### config.mk
export PLATFORM = sky130hd
export DESIGN_NAME = delay_calib_ctrl
export DESIGN_NICKNAME = d
export VERILOG_FILES = /design/src/rtl/delay_calib_ctrl.sv
export SDC_FILE = /design/constraint.sdc
export NUM_CORES = 1
export LEC_CHECK = 0
export BUFFER_PORTS_ARGS = -buffer_cell sky130_fd_sc_hd__buf_2
export CAP_MARGIN = 15
export CORE_MARGIN = 2
export CORE_UTILIZATION = 35
export DETAILED_ROUTE_END_ITERATION = 10
export GPL_TIMING_DRIVEN = 0
export MAX_ROUTING_LAYER = met4
export PLACE_DENSITY = 0.57
export SYNTH_ARGS = -nofsm -noshare
export SYNTH_HDL_FRONTEND = slang
export SYNTH_SLANG_ARGS = --single-unit
### constraint.sdc
create_clock -name clk -period 4.5 [get_ports clk]
set_clock_uncertainty 0.1 [all_clocks]
set_input_delay 0.9 -clock clk [delete_from_list [all_inputs] [get_ports clk]]
set_output_delay 0.9 -clock clk [all_outputs]
set_load 0.01 [all_outputs]
### src/rtl/delay_calib_ctrl.sv
// Calibration controller for the DDCB cascade delay line: sweeps the enabled stage count
// upward and locks on the first code where the synchronised phase detector reports "late".
module delay_calib_ctrl #(
  parameter int NMBR_CASCADES = 6,
  parameter int SETTLE_CYCLES = 4,
  parameter int SAMPLE_CNT    = 8,
  localparam int CW = $clog2(NMBR_CASCADES + 1)
) (
  input  logic                     clk,
  input  logic                     rst,
  input  logic                     start,
  input  logic                     pd_late,
  input  logic                     man_en,
  input  logic [CW-1:0]            man_code,
  output logic [NMBR_CASCADES-1:0] select,
  output logic [CW-1:0]            code,
  output logic                     busy,
  output logic                     done,
  output logic                     fail
);

  localparam int STEP_MAX = (SETTLE_CYCLES > SAMPLE_CNT) ? SETTLE_CYCLES : SAMPLE_CNT;
  localparam int SW = $clog2(STEP_MAX + 1);
  localparam int LW = $clog2(SAMPLE_CNT + 1);

  localparam logic [SW-1:0] SETTLE_LAST = SW'(SETTLE_CYCLES - 1);
  localparam logic [SW-1:0] SAMPLE_LAST = SW'(SAMPLE_CNT - 1);
  localparam logic [LW-1:0] LATE_HALF   = LW'(SAMPLE_CNT / 2);
  localparam logic [CW-1:0] CODE_MAX    = CW'(NMBR_CASCADES);

  typedef enum logic [2:0] {
    IDLE,
    APPLY,
    SETTLE,
    SAMPLE,
    DECIDE,
    DONE,
    FAIL
  } state_t;

  state_t state, next_state;

  logic                     pd_sync1, pd_sync2;
  logic [SW-1:0]            step_cnt;
  logic [LW-1:0]            late_cnt;
  logic [NMBR_CASCADES-1:0] therm;
  logic [CW-1:0]            man_sat;
  logic                     settle_last, sample_last, is_late, at_max, idle_like;

  assign settle_last = (step_cnt == SETTLE_LAST);
  assign sample_last = (step_cnt == SAMPLE_LAST);
  assign is_late     = (late_cnt > LATE_HALF);
  assign at_max      = (code == CODE_MAX);
  assign man_sat     = (man_code > CODE_MAX) ? CODE_MAX : man_code;
  assign idle_like   = (state == IDLE) || (state == DONE) || (state == FAIL);

  // Thermometer decode: exactly `code` LSBs enabled.
  always_comb begin
    therm = '0;
    for (int i = 0; i < NMBR_CASCADES; i++) begin
      therm[i] = (CW'(i) < code);
    end
  end

  always_comb begin
    next_state = state;
    if (man_en) begin
      next_state = IDLE;
    end else begin
      case (state)
        IDLE, DONE, FAIL: if (start) next_state = APPLY;
        APPLY:            next_state = SETTLE;
        SETTLE:           if (settle_last) next_state = SAMPLE;
        SAMPLE:           if (sample_last) next_state = DECIDE;
        DECIDE: begin
          if (is_late)     next_state = DONE;
          else if (at_max) next_state = FAIL;
          else             next_state = APPLY;
        end
        default:          next_state = IDLE;
      endcase
    end
  end

  // Manual override wins over any calibration activity.
  always_ff @(posedge clk or posedge rst) begin
    if (rst) begin
      state    <= IDLE;
      pd_sync1 <= 1'b0;
      pd_sync2 <= 1'b0;
      select   <= '0;
      code     <= '0;
      busy     <= 1'b0;
      done     <= 1'b0;
      fail     <= 1'b0;
      step_cnt <= '0;
      late_cnt <= '0;
    end else begin
      state    <= next_state;
      pd_sync1 <= pd_late;
      pd_sync2 <= pd_sync1;
      select   <= therm;
      if (man_en) begin
        code     <= man_sat;
        busy     <= 1'b0;
        done     <= 1'b0;
        fail     <= 1'b0;
        step_cnt <= '0;
        late_cnt <= '0;
      end else begin
        case (state)
          APPLY:  step_cnt <= '0;
          SETTLE: step_cnt <= settle_last ? '0 : step_cnt + SW'(1);
          SAMPLE: begin
            step_cnt <= sample_last ? '0 : step_cnt + SW'(1);
            late_cnt <= late_cnt + LW'(pd_sync2);
          end
          DECIDE: begin
            if (is_late) begin
              done <= 1'b1;
              busy <= 1'b0;
            end else if (at_max) begin
              fail <= 1'b1;
              busy <= 1'b0;
            end else begin
              code     <= code + CW'(1);
              late_cnt <= '0;
            end
          end
          default: begin
            if (idle_like && start) begin
              code     <= '0;
              done     <= 1'b0;
              fail     <= 1'b0;
              busy     <= 1'b1;
              step_cnt <= '0;
              late_cnt <= '0;
            end
          end
        endcase
      end
    end
  end

endmodule
Yosys cells after proc, flatten, opt, wreduce, memory -nomap -nowiden. Index checks and enable logic that the tools add are counted.

Flip-flop bits (word level): 25.

Equal/unequal tests: 20. Reduce and logical (&&, ||, !) cells: 17. Mux-type cells: 35. Order comparisons: 8. Add/sub/neg operators: 3.

Operators by type and width (number): two-way mux 3 bit (11); two-way mux 4 bit (7); != test 3 bit (second input constant) (7); case mux 4 bit (4 select lines) (1); case mux 3 bit (5 select lines) (1); == test 3 bit (second input constant) (4); case mux 4 bit (3 select lines) (1); AND reduction 4 bit (3); two-way mux 1 bit (10); AND reduction 3 bit (3); == test 3 x 2 -> 1 bit (second input constant) (2); less-than comparator 1 x 3 -> 1 bit (first input constant) (2); less-than comparator 2 x 3 -> 1 bit (first input constant) (2); less-than comparator 3 bit (first input constant) (2); case mux 1 bit (2 select lines) (3); case mux 3 bit (2 select lines) (1); OR reduction 3 bit (2); nonzero test 5 bit (1); adder 4 x 1 -> 4 bit (1); adder 4 x 1 -> 4 bit (second input constant) (1); == test 4 x 2 -> 1 bit (second input constant) (1); == test 4 x 3 -> 1 bit (second input constant) (1); greater-than comparator 4 x 3 -> 1 bit (second input constant) (1); != test 2 x 1 -> 1 bit (second input constant) (2); other kinds (12) (13).

Logic depth before layout (Yosys ltp).
Depth in word-level cells: 7. Gate-level depth with buffers: 7. Gate-level depth less buffers: 7.

Worst setup path after synthesis. OpenSTA, ideal clock, no wires.

Path kind: in2reg. Start: in man_en. End: reg code[1]. Arrival: 1.834 ns. Slack: 2.441 ns. Library setup time: 0.125 ns. Stages: 6. Data required time: 4.275 ns. Buffers on the path: 1. Cells stage by stage: buf_2 -> inv_2 -> o21ai_1 -> nor2_1 -> a21oi_2 -> mux2_2.

Cells in the longest elaborated chain, start to end: 2. Elaborated cells between the ends (all ways): 6. Classes of those cells: eq/ne (3); mux (1); reduce/logical (2).

RTL lines: from (decl) (RTL line 13) `input logic man_en,`; != test 3 bit (no source line), or another cell as far along; AND reduction 4 bit (no source line); to (signal assigned) (RTL line 104) `code <= man_sat;`; to (signal assigned) (RTL line 126) `code <= code + CW'(1);`; to (decl) (RTL line 16) `output logic [CW-1:0] code,`.

Several ways; a longest one is shown, not always the timed one. A chain may end at the register's enable or synchronous reset.

Worst setup path after layout. Same ends and word-level chain as after synthesis.

==> run_summary.xml <==
<?xml version="1.0" encoding="UTF-8"?>
<metrics>
  <group name="drt">
    <metric name="via_per_inst" unit="">5.227</metric>
    <metric name="detail-route-antenna-nets" unit="">0</metric>
    <metric name="dr.first_iter.drc_count" unit="">34</metric>
    <metric name="remaining_drc_errors" unit="">0</metric>
    <metric name="drt_pass1_iterations" unit="">4</metric>
    <metric name="num_vias" unit="">1129</metric>
    <metric name="drt_wl_total" unit="um">2965</metric>
    <metric name="routedWlPerCell" unit="um">13.73</metric>
  </group>
  <group name="logic_synthesis">
    <metric name="synth_cell_type_count" unit="">48</metric>
    <metric name="part_of_the_yosys_area_used_for_sequential_elements" unit="%">44.01</metric>
    <metric name="syn-instance-count" unit="">143</metric>
    <metric name="yosys_warnings" unit="">0</metric>
    <metric name="ys_ff_latch" unit="">25</metric>
    <metric name="yosys_most_used_dff" unit="">sky130_fd_sc_hd__dfrtp_1</metric>
    <metric name="avgSynthCellArea" unit="um^2">9.940</metric>
    <metric name="synth-edff-count" unit="">0</metric>
    <metric name="asyncSetResetFlopFracSynth" unit="%">100.0</metric>
    <metric name="synthesis.area" unit="um^2">1421</metric>
    <metric name="post_synthesis_net_count" unit="">156</metric>
  </group>
  <group name="setup_path">
    <metric name="max_stage_delay" unit="ns">0.35</metric>
    <metric name="path_delay_family" unit="">buffers and inverters</metric>
    <metric name="worst_path_most_repeated_cell" unit="">sky130_fd_sc_hd__buf_2</metric>
    <metric name="crit_path_start_kind" unit="">primary input</metric>
    <metric name="worstPathRequired" unit="ns">4.57</metric>
    <metric name="critical_path.n_buffers_inverters" unit="">3</metric>
    <metric name="critPathArrivalTime" unit="ns">2.20</metric>
    <metric name="critPathCaptureType" unit="">register</metric>
    <metric name="setup.worst_path.class" unit="">primary input to register</metric>
    <metric name="cpMaxStageDelayCell" unit="">sky130_fd_sc_hd__mux2_2</metric>
    <metric name="critical_path.max_fanout" unit="">10</metric>
    <metric name="crit_path_cell_trace" unit="">buf_2 -&gt; buf_2 -&gt; inv_2 -&gt; o21ai_1 -&gt; nor2_1 -&gt; a21oi_2 -&gt; mux2_2</metric>
  </group>
  <group name="sta">
    <metric name="maximum_clock_frequency" unit="MHz">468.3</metric>
    <metric name="setup_viol" unit="">0</metric>
    <metric name="slew_violations" unit="">0</metric>
    <metric name="timing_hold_violations_final" unit="">0</metric>
    <metric name="rsz0062_at_grt" unit="">no</metric>
    <metric name="period_share" unit="%">47.45</metric>
    <metric name="worst_pin_slew" unit="ns">0.9568</metric>
    <metric name="relSlewSlack" unit="%">36.15</metric>
    <metric name="final_tns_setup" unit="ns">0</metric>
    <metric name="layout_min_cycle_time" unit="ns">2.135</metric>
    <metric name="post-route-worst-setup-slack" unit="ns">2.365</metric>
  </group>
  <group name="clocking">
    <metric name="clock_buffer_count_from_cts" unit="">3</metric>
    <metric name="clk_pin_slew_worst_paths" unit="ns">0.10</metric>
    <metric name="cts.path.max_buffers" unit="">2</metric>
    <metric name="cts_setup_buffers" unit="">0</metric>
    <metric name="worstSkewPairLatency" unit="ns">0.27</metric>
    <metric name="cts_tree" unit="">done</metric>
    <metric name="root_buffer" unit="">sky130_fd_sc_hd__clkbuf_8</metric>
    <metric name="clkSinkCount" unit="">25</metric>
    <metric name="htreeDepth" unit="">1</metric>
    <metric name="post_cts_sizing" unit="">0</metric>
    <metric name="hold_fix_buffers_at_cts" unit="">0</metric>
  </group>
  <group name="job">
    <metric name="maxcap_violations" unit="">0</metric>
  </group>
  <group name="power_and_ir_drop">
    <metric name="power_density" unit="nW/um^2">345.0</metric>
    <metric name="ir_worst_vdd" unit="uV">127.5</metric>
    <metric name="power.leakage" unit="nW">0.7553</metric>
    <metric name="design_power_total" unit="W">0.0005615</metric>
  </group>
  <group name="floorplanning">
    <metric name="num_io_pins" unit="">20</metric>
    <metric name="num_rows" unit="">23</metric>
    <metric name="initial_core_util" unit="%">36.05</metric>
    <metric name="die_span_y" unit="um">67.73</metric>
    <metric name="die_area" unit="um^2">4587</metric>
    <metric name="die-width" unit="um">67.73</metric>
    <metric name="design.core.area" unit="um^2">3943</metric>
  </group>
  <group name="placed_design">
    <metric name="detailedPlacementHpwl" unit="um">2259</metric>
    <metric name="i_o_buffers" unit="">19</metric>
    <metric name="dp_slack" unit="ns">2.088</metric>
    <metric name="gp_congestion" unit="">0.8619</metric>
    <metric name="dp.cells" unit="">212</metric>
  </group>
  <group name="grt">
    <metric name="grt_max_degree" unit="">26</metric>
    <metric name="antenna_found_initial" unit="">0</metric>
    <metric name="gr-total-overflow" unit="">0</metric>
    <metric name="grt_pass1_vias" unit="">1020</metric>
    <metric name="track_usage" unit="%">14.57</metric>
    <metric name="global_route_wire_length_before_repair" unit="um">4885</metric>
  </group>
  <group name="worst_hold_path">
    <metric name="holdCritPathClass" unit="">register to register</metric>
  </group>
  <group name="cells_and_area">
    <metric name="diodes" unit="">0</metric>
    <metric name="final_cells" unit="">216</metric>
    <metric name="final_net_count" unit="">180</metric>
    <metric name="drive_above_1_share" unit="%">24.70</metric>
    <metric name="syn2layout_area_growth" unit="%">14.52</metric>
  </group>
  <group name="run_status">
    <metric name="status" unit="">complete, no violations</metric>
  </group>
</metrics>
[power breakdown]
group	switching (W)	leakage (nW)	internal, W
logic	0.0000910	0.411	0.0000671
registers	0.0000179	0.323	0.000248
clock network	0.0000750	0.0217	0.0000628
[state kept, by name (all words and copies together), names as in the netlist, 3 cells and up]
name      cells
step_cnt      4
select        6
code          3
state         3
late_cnt      4
[worst paths after layout]
check / startpoint / slack (ns) / end / depth (start not counted)
worst min register to register: pd_sync1$_DFF_PP0_ / 0.25 / pd_sync2$_DFF_PP0_ / 0
worst min-delay path: pd_sync1$_DFF_PP0_ / 0.25 / pd_sync2$_DFF_PP0_ / 0
max in group asynchronous: rst / 2.98 / late_cnt[3]$_DFFE_PP0P_ / 2
worst max register to register: code[0]$_DFFE_PP0P_ / 2.58 / late_cnt[3]$_DFFE_PP0P_ / 7
min in group asynchronous: rst / 0.73 / select[3]$_DFF_PP0_ / 2
worst max-delay path: man_en / 2.36 / code[1]$_DFFE_PP0P_ / 7
[per-stage QoR]
step	cell area [um^2]	utilization [%]	hold slack, ns
2_1_floorplan	1421	-	0.2312
5_1_grt	1628	41.29	0.2633
3_3_place_gp	1579	40.05	0.2366
4_1_cts	1628	41.29	0.2563
3_5_place_dp	1579	40.05	0.2362
6_report	1628	41.29	0.2535
[metal layers]
| layer | track usage, % | share of wire (%) | vias up |
|---|---|---|---|
| met1 | 19.71 | 48 | 545 |
| met2 | 22.55 | 49 | 12 |
| met5 | - | 0 | - |
| met4 | 4.592 | 0.74 | 0 |
| met3 | 2.000 | 2.7 | 2 |
| li1 | - | - | 570 |
[final cells by class]
type / count / area, um^2
plain buffers: 9 / 53.80
clock buffers: 3 / 41.29
clock inverters: 1 / 7.507
fillers: 396 / 2315
inverters: 4 / 15.01
multi-input cells: 105 / 726.9
flip-flops and latches: 25 / 625.6
well taps: 50 / 62.56
repair buffers: 19 / 95.09
[worst register-to-register path, delay by kind of cell, from the launching register on]
kind                       cells  cell delay [ns]
and+or+nand+nor                1             0.23
AOI/OAI and AO/OA              4             0.67
buffers and inverters          1             0.07
adders and majority gates      1             0.25
DFF                            1             0.48
[synth_stat cells, types with 3 or more instances]
cell / number / share of area, %
sky130_fd_sc_hd__nor2_1: 6 / 1.6
sky130_fd_sc_hd__buf_2: 4 / 1.4
sky130_fd_sc_hd__dfrtp_1: 25 / 44
sky130_fd_sc_hd__o21ai_1: 3 / 1.1
sky130_fd_sc_hd__inv_1: 3 / 0.79
sky130_fd_sc_hd__a22o_1: 3 / 1.8
sky130_fd_sc_hd__o21ai_0: 13 / 4.6
sky130_fd_sc_hd__nand2_1: 13 / 3.4
sky130_fd_sc_hd__nand2b_1: 4 / 1.8
sky130_fd_sc_hd__a21oi_1: 9 / 3.2
sky130_fd_sc_hd__and2_1: 4 / 1.8
sky130_fd_sc_hd__ha_1: 5 / 4.4
sky130_fd_sc_hd__a31oi_1: 3 / 1.3
sky130_fd_sc_hd__nor2b_1: 3 / 1.3
sky130_fd_sc_hd__nand3_1: 3 / 1.1
[layout by cell type, fill, tap and decap left out, types with 3 or more instances in the layout]
master and n:
sky130_fd_sc_hd__dfrtp_1 25, sky130_fd_sc_hd__buf_2 23, sky130_fd_sc_hd__nand2_1 13, sky130_fd_sc_hd__o21ai_0 13
sky130_fd_sc_hd__a21oi_1 9, sky130_fd_sc_hd__nor2_1 6, sky130_fd_sc_hd__ha_1 5, sky130_fd_sc_hd__and2_1 4
sky130_fd_sc_hd__nand2b_1 4, sky130_fd_sc_hd__o21ai_1 3, sky130_fd_sc_hd__inv_1 3, sky130_fd_sc_hd__a22o_1 3
sky130_fd_sc_hd__nor2b_1 3, sky130_fd_sc_hd__nand3_1 3, sky130_fd_sc_hd__a31oi_1 3, sky130_fd_sc_hd__clkbuf_8 3
[cells by family after synthesis]
family	synth area share [%]
mux	0.7922
buf+inv	4.841
xor+xnor	1.233
compound gates	24.83
simple gates	19.89
flops	44.01
fa+ha+maj	4.401
Note: power is estimated with default switching activity, not from simulation.
